### src/rtl/apb_pkg.sv
// apb_pkg: shared FSM states, command size encodings and the APB4 strobe encoder.
package apb_pkg;
    typedef enum logic [1:0] {IDLE, SETUP, ACCESS, RESP} apb_state_e;
    localparam logic [1:0] SIZE_BYTE = 2'd0;
    localparam logic [1:0] SIZE_HALF = 2'd1;
    localparam logic [1:0] SIZE_WORD = 2'd2;
    // Returns {misaligned, strb}; reads always carry a zero strobe.
    function automatic logic [4:0] strb_encode(input logic [1:0] size, input logic [1:0] lane, input logic write);
        logic       mis;
        logic [3:0] s;
        mis = size == SIZE_BYTE ? 1'b0 : size == SIZE_HALF ? lane == 2'd3 : size == SIZE_WORD ? lane != 2'd0 : 1'b1;
        s = size == SIZE_BYTE ? 4'b0001 << lane : size == SIZE_HALF ? 4'b0011 << lane : size == SIZE_WORD ? 4'b1111 : 4'b0000;
        return {mis, write ? s : 4'b0000};
    endfunction
endpackage

### src/rtl/apb_master_bridge_if.sv
// apb_master_bridge_if: command/response channels plus the APB4 requester bus.
interface apb_master_bridge_if #(
    parameter int AddrWidth = 32,
    parameter int DataWidth = 32
);
    logic                 cmd_valid, cmd_ready, cmd_write;
    logic [AddrWidth-1:0] cmd_addr;
    logic [1:0]           cmd_size;
    logic [DataWidth-1:0] cmd_wdata;
    logic                 rsp_valid, rsp_ready, rsp_err;
    logic [DataWidth-1:0] rsp_rdata;
    logic                 PSEL, PENABLE, PWRITE, PREADY, PSLVERR;
    logic [AddrWidth-1:0] PADDR;
    logic [DataWidth-1:0] PWDATA, PRDATA;
    logic [3:0]           PSTRB;
    modport master (
        input  cmd_valid, cmd_write, cmd_addr, cmd_size, cmd_wdata, rsp_ready, PREADY, PSLVERR, PRDATA,
        output cmd_ready, rsp_valid, rsp_rdata, rsp_err, PSEL, PENABLE, PWRITE, PADDR, PWDATA, PSTRB
    );
    modport slave (
        output cmd_valid, cmd_write, cmd_addr, cmd_size, cmd_wdata, rsp_ready, PREADY, PSLVERR, PRDATA,
        input  cmd_ready, rsp_valid, rsp_rdata, rsp_err, PSEL, PENABLE, PWRITE, PADDR, PWDATA, PSTRB
    );
endinterface

### src/rtl/apb_strb_encoder.sv
// apb_strb_encoder: combinational wrapper around strb_encode for standalone checking.
module apb_strb_encoder
    import apb_pkg::*;
(
    input  logic [1:0] size,
    input  logic [1:0] lane,
    input  logic       write,
    output logic       misaligned,
    output logic [3:0] strb
);
    assign {misaligned, strb} = strb_encode(size, lane, write);
endmodule

### src/rtl/apb_master_bridge.sv
// apb_master_bridge: single-outstanding APB4 requester with valid/ready command and response channels.
// Define APB_TIMEOUT_EN to bound the ACCESS phase at TimeoutCycles cycles.
module apb_master_bridge
    import apb_pkg::*;
#(
    parameter int AddrWidth     = 32,
    parameter int DataWidth     = 32,
    parameter int TimeoutCycles = 256
) (
    input logic PCLK,
    input logic PRESETn,
    apb_master_bridge_if.master bus
);
    if (TimeoutCycles < 2) begin : g_bad_timeout
        $error("TimeoutCycles must be at least 2");
    end

    apb_state_e           state_q, state_d;
    logic                 psel_q, psel_d, penable_q, penable_d, pwrite_q, pwrite_d;
    logic [AddrWidth-1:0] paddr_q, paddr_d;
    logic [DataWidth-1:0] pwdata_q, pwdata_d, rsp_rdata_q, rsp_rdata_d;
    logic [3:0]           pstrb_q, pstrb_d;
    logic                 rsp_valid_q, rsp_valid_d, rsp_err_q, rsp_err_d;
    logic                 mis, timeout;
    logic [3:0]           strb;

    apb_strb_encoder u_strb (
        .size      (bus.cmd_size),
        .lane      (bus.cmd_addr[1:0]),
        .write     (bus.cmd_write),
        .misaligned(mis),
        .strb      (strb)
    );

`ifdef APB_TIMEOUT_EN
    localparam int CntWidth = $clog2(TimeoutCycles + 1);
    logic [CntWidth-1:0] cnt_q;
    assign timeout = state_q == ACCESS && !bus.PREADY && cnt_q == CntWidth'(TimeoutCycles - 1);
    always_ff @(posedge PCLK or negedge PRESETn)
        if (!PRESETn) cnt_q <= '0;
        else cnt_q <= state_q == SETUP ? '0 : (state_q == ACCESS && !bus.PREADY) ? cnt_q + 1'b1 : cnt_q;
`else
    assign timeout = 1'b0;
`endif

    always_ff @(posedge PCLK or negedge PRESETn) begin
        if (!PRESETn) begin
            state_q     <= IDLE;
            psel_q      <= 1'b0;
            penable_q   <= 1'b0;
            pwrite_q    <= 1'b0;
            paddr_q     <= '0;
            pwdata_q    <= '0;
            pstrb_q     <= '0;
            rsp_valid_q <= 1'b0;
            rsp_err_q   <= 1'b0;
            rsp_rdata_q <= '0;
        end else begin
            state_q     <= state_d;
            psel_q      <= psel_d;
            penable_q   <= penable_d;
            pwrite_q    <= pwrite_d;
            paddr_q     <= paddr_d;
            pwdata_q    <= pwdata_d;
            pstrb_q     <= pstrb_d;
            rsp_valid_q <= rsp_valid_d;
            rsp_err_q   <= rsp_err_d;
            rsp_rdata_q <= rsp_rdata_d;
        end
    end

    always_comb begin
        state_d = state_q;
        case (state_q)
            IDLE:    state_d = bus.cmd_valid ? (mis ? RESP : SETUP) : IDLE;
            SETUP:   state_d = ACCESS;
            ACCESS:  state_d = (bus.PREADY || timeout) ? RESP : ACCESS;
            default: state_d = bus.rsp_ready ? IDLE : RESP;
        endcase
    end

    always_comb begin
        psel_d      = psel_q;
        penable_d   = penable_q;
        pwrite_d    = pwrite_q;
        paddr_d     = paddr_q;
        pwdata_d    = pwdata_q;
        pstrb_d     = pstrb_q;
        rsp_valid_d = rsp_valid_q;
        rsp_err_d   = rsp_err_q;
        rsp_rdata_d = rsp_rdata_q;
        if (state_q == IDLE && bus.cmd_valid && mis) begin
            rsp_valid_d = 1'b1;
            rsp_err_d   = 1'b1;
            rsp_rdata_d = '0;
        end
        if (state_q == IDLE && bus.cmd_valid && !mis) begin
            psel_d    = 1'b1;
            penable_d = 1'b0;
            pwrite_d  = bus.cmd_write;
            paddr_d   = bus.cmd_addr;
            pwdata_d  = bus.cmd_write ? bus.cmd_wdata : '0;
            pstrb_d   = strb;
        end
        if (state_q == SETUP) penable_d = 1'b1;
        // A timeout completes like an error response with no read data.
        if (state_q == ACCESS && (bus.PREADY || timeout)) begin
            psel_d      = 1'b0;
            penable_d   = 1'b0;
            rsp_valid_d = 1'b1;
            rsp_err_d   = bus.PSLVERR || !bus.PREADY;
            rsp_rdata_d = (bus.PREADY && !bus.PSLVERR && !pwrite_q) ? bus.PRDATA : '0;
        end
        if (state_q == RESP && bus.rsp_ready) rsp_valid_d = 1'b0;
    end

    assign bus.cmd_ready = state_q == IDLE && PRESETn;
    assign bus.PSEL      = psel_q;
    assign bus.PENABLE   = penable_q;
    assign bus.PWRITE    = pwrite_q;
    assign bus.PADDR     = paddr_q;
    assign bus.PWDATA    = pwdata_q;
    assign bus.PSTRB     = pstrb_q;
    assign bus.rsp_valid = rsp_valid_q;
    assign bus.rsp_err   = rsp_err_q;
    assign bus.rsp_rdata = rsp_rdata_q;
endmodule
### src/flat_wrapper.sv
// flat-port wrapper written by rule: the top's interface ports become plain ports
module apb_master_bridge_flat import apb_pkg::*;
#(
    parameter int AddrWidth     = 32,
    parameter int DataWidth     = 32,
    parameter int TimeoutCycles = 256
)
  (PCLK, PRESETn, bus_cmd_valid, bus_cmd_write, bus_cmd_addr, bus_cmd_size, bus_cmd_wdata, bus_rsp_ready, bus_PREADY, bus_PSLVERR, bus_PRDATA, bus_cmd_ready, bus_rsp_valid, bus_rsp_rdata, bus_rsp_err, bus_PSEL, bus_PENABLE, bus_PWRITE, bus_PADDR, bus_PWDATA, bus_PSTRB);
  apb_master_bridge_if #(.AddrWidth(AddrWidth), .DataWidth(DataWidth)) bus_i ();
  input logic PCLK;
  input logic PRESETn;
  input wire logic [$bits(bus_i.cmd_valid)-1:0] bus_cmd_valid;
  input wire logic [$bits(bus_i.cmd_write)-1:0] bus_cmd_write;
  input wire logic [$bits(bus_i.cmd_addr)-1:0] bus_cmd_addr;
  input wire logic [$bits(bus_i.cmd_size)-1:0] bus_cmd_size;
  input wire logic [$bits(bus_i.cmd_wdata)-1:0] bus_cmd_wdata;
  input wire logic [$bits(bus_i.rsp_ready)-1:0] bus_rsp_ready;
  input wire logic [$bits(bus_i.PREADY)-1:0] bus_PREADY;
  input wire logic [$bits(bus_i.PSLVERR)-1:0] bus_PSLVERR;
  input wire logic [$bits(bus_i.PRDATA)-1:0] bus_PRDATA;
  output wire logic [$bits(bus_i.cmd_ready)-1:0] bus_cmd_ready;
  output wire logic [$bits(bus_i.rsp_valid)-1:0] bus_rsp_valid;
  output wire logic [$bits(bus_i.rsp_rdata)-1:0] bus_rsp_rdata;
  output wire logic [$bits(bus_i.rsp_err)-1:0] bus_rsp_err;
  output wire logic [$bits(bus_i.PSEL)-1:0] bus_PSEL;
  output wire logic [$bits(bus_i.PENABLE)-1:0] bus_PENABLE;
  output wire logic [$bits(bus_i.PWRITE)-1:0] bus_PWRITE;
  output wire logic [$bits(bus_i.PADDR)-1:0] bus_PADDR;
  output wire logic [$bits(bus_i.PWDATA)-1:0] bus_PWDATA;
  output wire logic [$bits(bus_i.PSTRB)-1:0] bus_PSTRB;
  assign bus_i.cmd_valid = bus_cmd_valid;
  assign bus_i.cmd_write = bus_cmd_write;
  assign bus_i.cmd_addr = bus_cmd_addr;
  assign bus_i.cmd_size = bus_cmd_size;
  assign bus_i.cmd_wdata = bus_cmd_wdata;
  assign bus_i.rsp_ready = bus_rsp_ready;
  assign bus_i.PREADY = bus_PREADY;
  assign bus_i.PSLVERR = bus_PSLVERR;
  assign bus_i.PRDATA = bus_PRDATA;
  assign bus_cmd_ready = bus_i.cmd_ready;
  assign bus_rsp_valid = bus_i.rsp_valid;
  assign bus_rsp_rdata = bus_i.rsp_rdata;
  assign bus_rsp_err = bus_i.rsp_err;
  assign bus_PSEL = bus_i.PSEL;
  assign bus_PENABLE = bus_i.PENABLE;
  assign bus_PWRITE = bus_i.PWRITE;
  assign bus_PADDR = bus_i.PADDR;
  assign bus_PWDATA = bus_i.PWDATA;
  assign bus_PSTRB = bus_i.PSTRB;
  apb_master_bridge #(.AddrWidth(AddrWidth), .DataWidth(DataWidth), .TimeoutCycles(TimeoutCycles)) u_core (.PCLK(PCLK), .PRESETn(PRESETn), .bus(bus_i));
endmodule
### config.mk
export PLATFORM = sky130hd
export DESIGN_NAME = apb_master_bridge_flat
export DESIGN_NICKNAME = d
export VERILOG_FILES = /design/src/rtl/apb_pkg.sv /design/src/rtl/apb_master_bridge_if.sv /design/src/rtl/apb_strb_encoder.sv /design/src/rtl/apb_master_bridge.sv /design/src/flat_wrapper.sv
export SDC_FILE = /design/constraint.sdc
export NUM_CORES = 1
export LEC_CHECK = 0
export BUFFER_PORTS_ARGS = -buffer_cell sky130_fd_sc_hd__clkbuf_2
export CORE_ASPECT_RATIO = 0.75
export CORE_MARGIN = 3
export CORE_UTILIZATION = 45
export DETAILED_ROUTE_END_ITERATION = 6
export PLACE_DENSITY = 0.77
export SYNTH_ARGS = -nofsm -noshare
export SYNTH_HDL_FRONTEND = slang
export SYNTH_SLANG_ARGS = --single-unit
### constraint.sdc
create_clock -name PCLK -period 3.65 [get_ports PCLK]
set_clock_uncertainty 0.1 [all_clocks]
set_input_delay 0.1825 -clock PCLK [delete_from_list [all_inputs] [get_ports PCLK]]
set_output_delay 0.1825 -clock PCLK [all_outputs]
set_load 0.005 [all_outputs]
### Word level (Yosys, flattened, before mapping)

Cells that the tools add are included.

| storage, ports and cells | value |
|---|---|
| flip-flop bits (word level) | 107 |
| input port bits | 105 |
| output and inout port bits | 106 |

| operators by class | value |
|---|---|
| equal/unequal tests | 6 |
| shift operators | 2 |
| muxes and demuxes | 25 |
| reductions and logical operators | 20 |

Operators by type and width:

| kind | number |
|---|---|
| 32-bit 2-to-1 mux | 4 |
| 4-bit 2-to-1 mux | 4 |
| 1-bit 2-to-1 mux | 13 |
| 2-bit equality test, second input constant | 4 |
| 1-bit logical AND | 8 |
| 2-bit 2-to-1 mux | 3 |
| 2-bit one-hot mux with 3 select lines | 1 |
| 2-bit nonzero test | 3 |
| 3-bit nonzero test | 2 |
| 2-bit by 1-bit equality test with 1-bit output, second input constant | 2 |
| 1-bit logical NOT | 4 |
| 2-bit logical NOT | 2 |
| 1-bit by 2-bit << shifter with 4-bit output, first input constant | 1 |
| 2-bit by 2-bit << shifter with 4-bit output, first input constant | 1 |
| 1-bit logical OR | 1 |

### Logic depth before layout (Yosys ltp)

| depth | value |
|---|---|
| depth after elaboration | 9 |
| depth in mapped cells | 7 |
| mapped depth without buffers | 5 |

### Modules after synthesis

From an unflattened synthesis, not the netlist that was laid out.

| unflattened totals | value |
|---|---|
| cell total of the unflattened synthesis | 336 |
| area, all modules | 4,541.9 um^2 |

By module, submodules not included:

| module | times used | cells each | area an instance (um^2) |
|---|---|---|---|
| apb_master_bridge | 1 | 314 | 4,381.7 |
| apb_strb_encoder | 1 | 22 | 160.2 |

### Least setup slack after synthesis

No wires, ideal clock.

| timing path | value |
|---|---|
| kind | flip-flop to flip-flop |
| start | register u_core.state_q[0] |
| end | register u_core.paddr_q[10] (netlist: u_core.bus.PADDR[10]) |
| setup time | 0.125 ns |
| arrival | 1.649 ns |
| data required time | 3.425 ns |
| setup slack | 1.776 ns |
| stages on the path, launching flop included | 8 |
| buffers on the path | 2 |
| clock period less this slack | 1.874 ns |
| cells stage by stage | dfrtp_1 inv_1 ha_1 nand2_1 or3_1 buf_2 buf_6 mux2_4 |

| between the ends | value |
|---|---|
| cells in the longest elaborated chain, start to end | 3 |

RTL lines:

| element | line | text |
|---|---|---|
| from (decl) | apb_master_bridge.sv:18 | `apb_state_e state_q, state_d;` |
| from (signal assigned) | apb_master_bridge.sv:59 | `state_q <= state_d;` |
| 2-bit logical NOT | apb_master_bridge.sv:97 | `if (state_q == IDLE && bus.cmd_valid && !mis) begin` |
| 1-bit logical AND (2 in series) | apb_master_bridge.sv:97 |  |
| to (signal assigned) | apb_master_bridge.sv:63 | `paddr_q <= paddr_d;` |
| to (decl) | apb_master_bridge.sv:20 | `logic [AddrWidth-1:0] paddr_q, paddr_d;` |

No other way between the ends.
A chain may end at the register's enable or synchronous reset.

### Final worst setup path

| timing path | value |
|---|---|
| start | register u_core.state_q[0] |
| end | register u_core.paddr_q[20] (netlist: u_core.bus.PADDR[20]) |

Same word-level chain as after synthesis.

==> summary.md <==
| Metric | Value |
|---|---|
| Status | `complete, no violations` |
| Largest net degree at the start of global routing | `70` |
| Critical path startpoint category | `register` |
| Main area contributors after synthesis | `dfrtp_1 (59%), mux2_4 (12%), mux2i_1 (7.2%)` |
| Synth area leader | `dfrtp_1` |
| RePlAce Congestion | `around 0.73` |
| Per-cell routed wire length | `~17 um` |
| Grt total ovfl | `0` |
| CP Max Fanout | `between 50 and 60` |
| DRC Markers | `0` |
| Post-route clock period utilization | `between 70 and 80%` |
| Drt pass-1 iters | `4` |
| Initial DRC count | `between 200 and 250` |
| I/O Buffers | `210` |
| Clock share of power | `20.3%` |
| Post-synth EDFFs | `0` |
| Worst EP required | `~3800 ps` |
| Dpl hpwl | `slightly above 8 mm` |
| CTS tree | `yes` |
| Worst EP arrival | `roughly 2700 ps` |
| Leak | `just under 4 nW` |
| Yosys cell types | `25` |
| Global-route usage over all layers | `23.2%` |
| Max Buffers Root-to-Sink | `2` |
| P per Cell Area | `between 700 and 800 nW/um^2` |
| H-tree depth | `3` |
| Postcts setup bufs | `0` |
| Reg power frac | `roughly 43%` |
| Syn Nets | `approximately 450` |
| Vias in the first global route | `between 3000 and 4000` |
| Worst slew pin tran | `slightly above 900 ps` |
| Peak supply drop | `between 0.4 and 0.5 mV` |
| Final ANT Viol Nets | `0` |
| Die X | `122 um` |
| Worst-Skew Late Latency | `between 300 and 400 ps` |
| Die area | `roughly 11000 um^2` |
| Vias per cell | `4.88` |
| CTS resizes | `0` |
| Root Buffer | `clkbuf_16` |
| Share of cells above drive strength 1 | `about 42%` |
| Syn avg cell area | `roughly 13 um^2` |
| Class of the most critical setup path | `register to register` |
| Initial antenna violation count | `0` |
| Initial Utilization | `roughly 47%` |
| WL met3 | `just over 1 mm` |
| Antenna diode instance count | `0` |
| Slew HR | `around two fifths` |
| Detailed-route wire length | `~13 mm` |
| FMAX | `around 380 MHz` |
| Top-area cell type share of the netlist area | `between 50% and 60%` |
| Max Transition Viols Final | `0` |
| Final hold slack | `~50 ps` |
| Switching Share | `between 30% and 40%` |
| CTS Sinks | `107` |
| Fin crit period | `between 2000 and 3000 ps` |
| Max Cap Violations | `0` |
| Final Hold Fails | `0` |
| Core footprint | `9770 um^2` |
| CP endpoint kind | `register` |
| Top Metal Used | `met4` |
| Synthesized area | `between 4000 and 5000 um^2` |
| HP Class | `input pin to register` |
| RSZ-0062 raised after global routing | `no` |
| Layout Area Growth over Synthesis | `53.0%` |
| Nets | `approximately 750` |
| Yosys warning count | `0` |
| Final setup violation count | `0` |
| Combinational share of power | `between 30% and 40%` |
| Met2 routed WL | `around 6.8 mm` |
| Switching power total | `1.57 mW` |
| Post-synthesis sequential area ratio | `between 50% and 60%` |
| TritonCTS buffer count | `9` |
| Area occupied by multi-input gates | `1630 um^2` |
| Via Count | `between 3000 and 4000` |
| Synth Flop Type | `dfrtp_1` |
| # IOs | `211` |
| R2r setup slk | `approximately 1000 ps` |
| Synth Register Bits | `between 100 and 150` |
| Die height | `roughly 93 um` |
| Synth top cells by count | `dfrtp_1 (107), inv_1 (38), mux2_4 (35)` |
| First-pass GRT wire length | `approximately 21 mm` |
| Fillers | `688` |
| Cell-internal power | `around 3.3 mW` |
| Top-count cell post-synth | `dfrtp_1` |
| Clk slew on worst S/H paths | `70 ps` |
| Syn Inst Count | `340` |
| FP Rows | `31` |
| Register area | `roughly 2700 um^2` |
| M1 WL | `~5.3 mm` |
| Asr flop ratio synth | `between 90% and 100%` |
| Setup TNS | `0 ps` |
==> metrics by stage <==
stage | power, mW | util (%) | area, um^2 | std cells | setup slack (ps)
after global placement | 3.71 | 58.4 | 5710 | 665 | 1120
final | 4.90 | 71.4 | 6980 | 777 | 1040
after floorplan | 2.94 | - | 4560 | 340 | 1780
after detailed placement | 3.82 | 58.4 | 5710 | 665 | 1040
after global routing | 5.21 | 71.4 | 6980 | 777 | 910
after CTS | 4.91 | 71.4 | 6980 | 777 | 1050
==> logic make-up (layout without fill, tap and decap cells) <==
family | Yosys count | count (layout) | share of synthesized area (%)
muxes | 69 | 69 | 19.0
AOI/OAI and AO/OA | 50 | 50 | 9.74
adders and majority gates | 9 | 9 | 2.47
DFF | 107 | 107 | 58.7
buffers and inverters | 60 | 365 | 5.81
and+or+nand+nor | 45 | 45 | 4.28
==> path summary, 6_finish.rpt <==
kind,cells past startpoint,startpoint,end
max,6,u_core.state_q[0]$_DFF_PN0_,u_core.bus.PADDR[20]$_DFFE_PN0P_
min,2,bus_cmd_addr[0],u_core.bus.PADDR[0]$_DFFE_PN0P_
max reg2reg,6,u_core.state_q[0]$_DFF_PN0_,u_core.bus.PADDR[20]$_DFFE_PN0P_
min reg2reg,1,u_core.bus.PADDR[13]$_DFFE_PN0P_,u_core.bus.PADDR[13]$_DFFE_PN0P_
max in group asynchronous,3,PRESETn,u_core.bus.PADDR[23]$_DFFE_PN0P_
min in group asynchronous,2,PRESETn,u_core.bus.PADDR[2]$_DFFE_PN0P_
==> sequential cells by signal (all words and copies together) (netlist names) <==
| register | flops |
|---|---|
| u_core.bus.PADDR | 32 |
| u_core.bus.PENABLE | 1 |
| u_core.bus.PSEL | 1 |
| u_core.bus.PSTRB | 4 |
| u_core.bus.PWDATA | 32 |
| u_core.bus.PWRITE | 1 |
| u_core.bus.rsp_err | 1 |
| u_core.bus.rsp_rdata | 32 |
| u_core.bus.rsp_valid | 1 |
| u_core.state_q | 2 |
==> power groups by stage <==
stage	Clock [mW]	Sequential, mW	Combinational, mW
2_1_floorplan	0	2.10	0.832
3_3_place_gp	0	2.08	1.64
3_5_place_dp	0	2.10	1.72
4_1_cts	1.02	2.09	1.80
5_1_grt	1.07	2.17	1.97
6_report	0.995	2.11	1.79
==> layer usage <==
metal  GRT usage [%]  vias up
li1                -     1775
met1            27.3     1842
met2            42.0      159
met3            6.53       15
met4            5.41        0
met5               0        -
==> cells in the final DEF (no fill, tap or decap), types with 2 or more instances in the layout <==
master / n
clkbuf_2: 209
dfrtp_1: 107
dlygate4sd3_1: 96
inv_1: 38
mux2_4: 35
nand2_1: 34
mux2i_1: 33
a32o_1: 32
ha_1: 9
clkbuf_16: 9
buf_4: 6
a21oi_1: 4
a21boi_0: 4
inv_6: 4
a22oi_1: 3
nor2b_1: 3
o21bai_1: 3
nor2_1: 2
nand3b_1: 2
clkinv_4: 2
==> critical path: stages (launching register included) <==
cell,delay [ps]
dfrtp_1,410
inv_1,80
ha_1,230
nand2_1,90
or3_4,720
buf_4,470
mux2_4,340
==> final cells by class <==
cell class              instances  share of cell area, %
clock buffers                   9                   3.23
well taps                     132                   2.37
inverters                      38                   2.04
clock inverters                 7                   1.18
repair buffers                311                   29.4
flip-flops and latches        107                   38.4
multi-input cells             173                   23.4
==> timing repair <==
item                                    CTS  global route
endpoints found under the setup margin    0             0
endpoints found under the hold margin   164             0
hold buffers                             96             0
(Power assumes the default switching activity.)
